===== src/rtl/recip_gen.sv =====
// rtl/recip_gen.sv - restoring-division reciprocal generator, floor(2^NW / N)
// One quotient bit per clock; the constant dividend 2^NW contributes a single 1 bit.
module recip_gen #(
  parameter int NW = 16
) (
  input  logic          clk,
  input  logic          rst_n,
  input  logic          start,
  input  logic [NW-1:0] n,
  output logic [NW:0]   one_by_n,
  output logic [NW-1:0] rem,
  output logic          div_zero,
  output logic          busy,
  output logic          done
);

  localparam int IW = $clog2(NW + 1);

  typedef enum logic [1:0] {IDLE, CALC, DONE} stateT;

  stateT         state, stateNext;
  logic          accept;
  logic [NW-1:0] nQ;
  logic [NW:0]   r, rShift, rNext, q, qNext;
  logic [IW-1:0] iCnt;
  logic          dBit, ge;

  always_ff @(posedge clk or negedge rst_n) begin
    if (!rst_n) state <= IDLE;
    else        state <= stateNext;
  end

  // DONE's closing edge also samples start, so jobs can run back-to-back
  always_comb begin
    stateNext = state;
    accept    = 1'b0;
    case (state)
      IDLE, DONE: begin
        stateNext = IDLE;
        if (start) begin
          accept    = 1'b1;
          stateNext = (n == '0) ? DONE : CALC;
        end
      end
      CALC:    if (iCnt == '0) stateNext = DONE;
      default: stateNext = IDLE;
    endcase
  end

  always_comb begin
    dBit   = (iCnt == IW'(NW));
    rShift = (r << 1) | (NW+1)'(dBit);
    ge     = (rShift >= {1'b0, nQ});
    rNext  = ge ? (rShift - {1'b0, nQ}) : rShift;
    qNext  = (q << 1) | (NW+1)'(ge);
  end

  always_ff @(posedge clk or negedge rst_n) begin
    if (!rst_n) begin
      nQ       <= '0;
      r        <= '0;
      q        <= '0;
      iCnt     <= '0;
      one_by_n <= '0;
      rem      <= '0;
      div_zero <= 1'b0;
      busy     <= 1'b0;
      done     <= 1'b0;
    end else begin
      if (accept) begin
        if (n == '0) begin
          one_by_n <= '1;
          rem      <= '0;
          div_zero <= 1'b1;
        end else begin
          nQ   <= n;
          r    <= '0;
          q    <= '0;
          iCnt <= IW'(NW);
        end
      end else if (state == CALC) begin
        r    <= rNext;
        q    <= qNext;
        iCnt <= iCnt - 1'b1;
        if (iCnt == '0) begin
          one_by_n <= qNext;
          rem      <= rNext[NW-1:0];
          div_zero <= 1'b0;
        end
      end
      busy <= (stateNext != IDLE);
      done <= (stateNext == DONE);
    end
  end

endmodule


===== config.mk =====
export PLATFORM = sky130hd
export DESIGN_NAME = recip_gen
export DESIGN_NICKNAME = d
export VERILOG_FILES = /design/src/rtl/recip_gen.sv
export SDC_FILE = /design/constraint.sdc
export NUM_CORES = 1
export LEC_CHECK = 0
export ABC_AREA = 1
export BUFFER_PORTS_ARGS = -buffer_cell sky130_fd_sc_hd__buf_2
export CORE_MARGIN = 1
export CORE_UTILIZATION = 40
export CTS_CLUSTER_DIAMETER = 60
export DETAILED_ROUTE_END_ITERATION = 10
export PLACE_DENSITY = 0.64
export SYNTH_ARGS = -nofsm -noshare
export SYNTH_HDL_FRONTEND = slang
export SYNTH_SLANG_ARGS = --single-unit

===== constraint.sdc =====
create_clock -name clk -period 3.2 [get_ports clk]
set_input_delay 0.16 -clock clk [delete_from_list [all_inputs] [get_ports clk]]
set_output_delay 0.16 -clock clk [all_outputs]
set_load 0.02 [all_outputs]

==> reports/results.ini <==
[outcome]
outcome=finished, final reports clean

[clocking]
cts_root_buffer=clkbuf_16
cts_tree=yes
clkLatencyLatePin_ns=0.36
cts_buffers=9
path_clk_slew_ns=0.07
htreeDepth=3
cts_buffer_depth=2
cts.sinks=91

[pwr]
finalPower_mw=7.17
leakagePower_nw=3.17
power_density_nw_per_um2=1260
ir_worst_vdd_mv=0.483

[worst_setup_path]
crit_required_ns=3.49
reg2reg_depth=18
worst_ep_arrival_time_ns=2.72
endpoint_kind=register
r2r_end=r[12]
cp-start-kind=register
crit_fanout=4
worst-r2r-setup-slack_ns=0.78
r2r_start=iCnt[1]
path_class=reg -> reg

[logic_synthesis]
syn_area_per_cell_um2=7.64
synth_area_um2=4960
synth_nets=687
synthesis.instances=649
ys_seq_area_frac=0.459
synth-seq-cells=91
synth_cell_types=30
synth-main-ff-cell=dfrtp_1
synthArstFlopShare=1.00
synth_warnings=0
yosysTopAreaCellShare=0.459
yosys-top-cells-area=dfrtp_1, nand2_1, inv_1, ha_1, nand3_1
yosys.area.top_type=dfrtp_1
synth_edf_count=0

[placed_design]
dp_hpwl_mm=8.78
place_inst=857
dp_worst_setup_slack_ns=0.771
gp_congestion=0.956
place_area_um2=5370
portBuffers=54

[drt]
first_pass_iters=4
avgViaCountPerCell=4.85
routedWlPerCell_um=13.5
drt_iter0_markers=169
routed_wl_mm=11.8
drc=0
vias=4243
ant_nets=0

[cells_and_area]
final.fill_count=1214
fin_area_um2=5680
final_cells=874
num_antenna_cells=0
postLayoutCoreUtil=0.471
syn_to_final_growth_pct=14.5
layout-drive-gt1-share=0.146
fin_nets=739

[sta]
setup_ws_ns=0.777
tightest_slew_ns=0.710
fin_tns_setup_ns=0
hold_viol_final=0
period_minus_slack_ns=2.42
slew_headroom=0.525
rsz0062_at_grt=no
post-route-period-util=0.757
finClkSkew_ns=0.00806
clock.fmax_mhz=413
report.final.slew_viol_count=0
hold_ws_ns=0.0744
setup_viol=0

[die]
coreArea_um2=12100
io_pins=55
floorplan.initialDensity=0.411
die_y_um=113
dieArea_um2=12800
die_w_um=113
placementRows=40

[global_routing]
grt_pass1_wl_mm=20.4
grt_max_degree=41
grt_antenna_before_repair=0
overflow=0
grt_pass1_vias=4293
grt_usage=0.204

[min_path]
holdPathEnd=nQ[9]
holdPathStages=3
hold_path_class=in -> reg
hp-start=n[9]

[run]
cap_violations=0

-- cells by family after synthesis --
kind of cell	after synthesis	share of synthesized area
XOR/XNOR	9	0.0159
flip-flops	91	0.459
AO/OA/AOI/OAI	63	0.0682
adder cells (fa/ha/maj)	19	0.0495
AND/OR/NAND/NOR	345	0.308
buffers and inverters	122	0.0992
-- layer usage --
layer,share of wire,wire [um],track usage
met1,0.43,5080,0.246
met2,0.49,5780,0.349
met3,0.043,508,0.0525
met4,0.035,412,0.0816
met5,0,0,0
-- where the power goes --
| part | internal [mW] | leakage (nW) | total [mW] | switching [mW] |
|---|---|---|---|---|
| combinational | 1.39 | 1.89 | 4.13 | 2.74 |
| sequential | 1.67 | 1.14 | 1.98 | 0.307 |
| clock | 0.564 | 0.143 | 1.06 | 0.494 |
| total | 3.63 | 3.17 | 7.17 | 3.54 |
-- synthesized netlist by cell type, types with 2 or more instances --
| master | count |
|---|---|
| o21ai_0 | 23 |
| clkbuf_1 | 7 |
| nand3_2 | 7 |
| inv_2 | 4 |
| nand2_2 | 8 |
| nand4_1 | 21 |
| xor2_1 | 7 |
| inv_1 | 99 |
| nor2_1 | 37 |
| a21oi_1 | 23 |
| buf_2 | 8 |
| ha_1 | 18 |
| dfrtp_1 | 91 |
| nand3_1 | 33 |
| and2_1 | 3 |
| buf_4 | 2 |
| o22ai_1 | 16 |
| nor3_1 | 2 |
| xnor2_1 | 2 |
| nor2_2 | 4 |
| nand2_1 | 225 |
-- worst max-delay path, cell delays in order (launching register included) --
cell,delay (ns)
dfrtp_1,0.38
inv_1,0.10
ha_1,0.16
nand2_1,0.07
nor2_1,0.15
inv_1,0.06
ha_1,0.17
inv_1,0.14
fa_1,0.29
nand3_1,0.09
nand3_1,0.14
nand3_1,0.11
nand3_1,0.08
nand2_1,0.05
nand2_1,0.07
nand3_2,0.07
nand2_1,0.11
nand2_1,0.05
nand2_1,0.08
-- placed cells by master (no fill, tap or decap), types with 3 or more instances in the layout --
cell type	n
dfrtp_1	91
nand2_2	8
inv_1	99
a21oi_1	23
o22ai_1	16
ha_1	18
o21ai_0	23
nand3_1	33
nand2_1	225
nand4_1	21
xor2_1	7
nor2_1	37
buf_2	53
clkbuf_16	9
nor2_2	4
nand3_2	7
and2_1	3
inv_2	4
buf_4	6
-- sequential cells by signal, summed over array words and instances, names as in the netlist --
signal,count
rem,16
one_by_n,17
nQ,16
done,1
r,16
div_zero,1
q,16
iCnt,5
state,2
busy,1
-- cell type report --
type                            count  area, um2  share of cell area
Sequential cell                    91       2280               0.401
Clock inverter                      6       56.3             0.00992
Inverter                          103        387              0.0681
Tap cell                          168        210              0.0370
Multi-Input combinational cell    436       2190               0.385
Clock buffer                       10        239              0.0421
Timing Repair Buffer               60        320              0.0564
-- worst max path at each step --
stage | startpoint | endpoint | slack (ns) | cells past startpoint
after floorplan | iCnt[1] | rem[8] | 1.06 | 16
after global placement | iCnt[1] | r[12] | 0.89 | 18
after detailed placement | iCnt[1] | rem[8] | 0.77 | 16
after CTS | iCnt[1] | rem[8] | 0.76 | 16
after global routing | iCnt[1] | r[12] | 0.43 | 18
final | iCnt[1] | r[12] | 0.78 | 18
-- timing repair --
action                    in CTS  in global routing
hold buffers                   1                  0
hold endpoints to repair      38                  0
gates resized for setup        0                  0
buffers inserted               0                  0
Power figures use the tool's default switching activity.
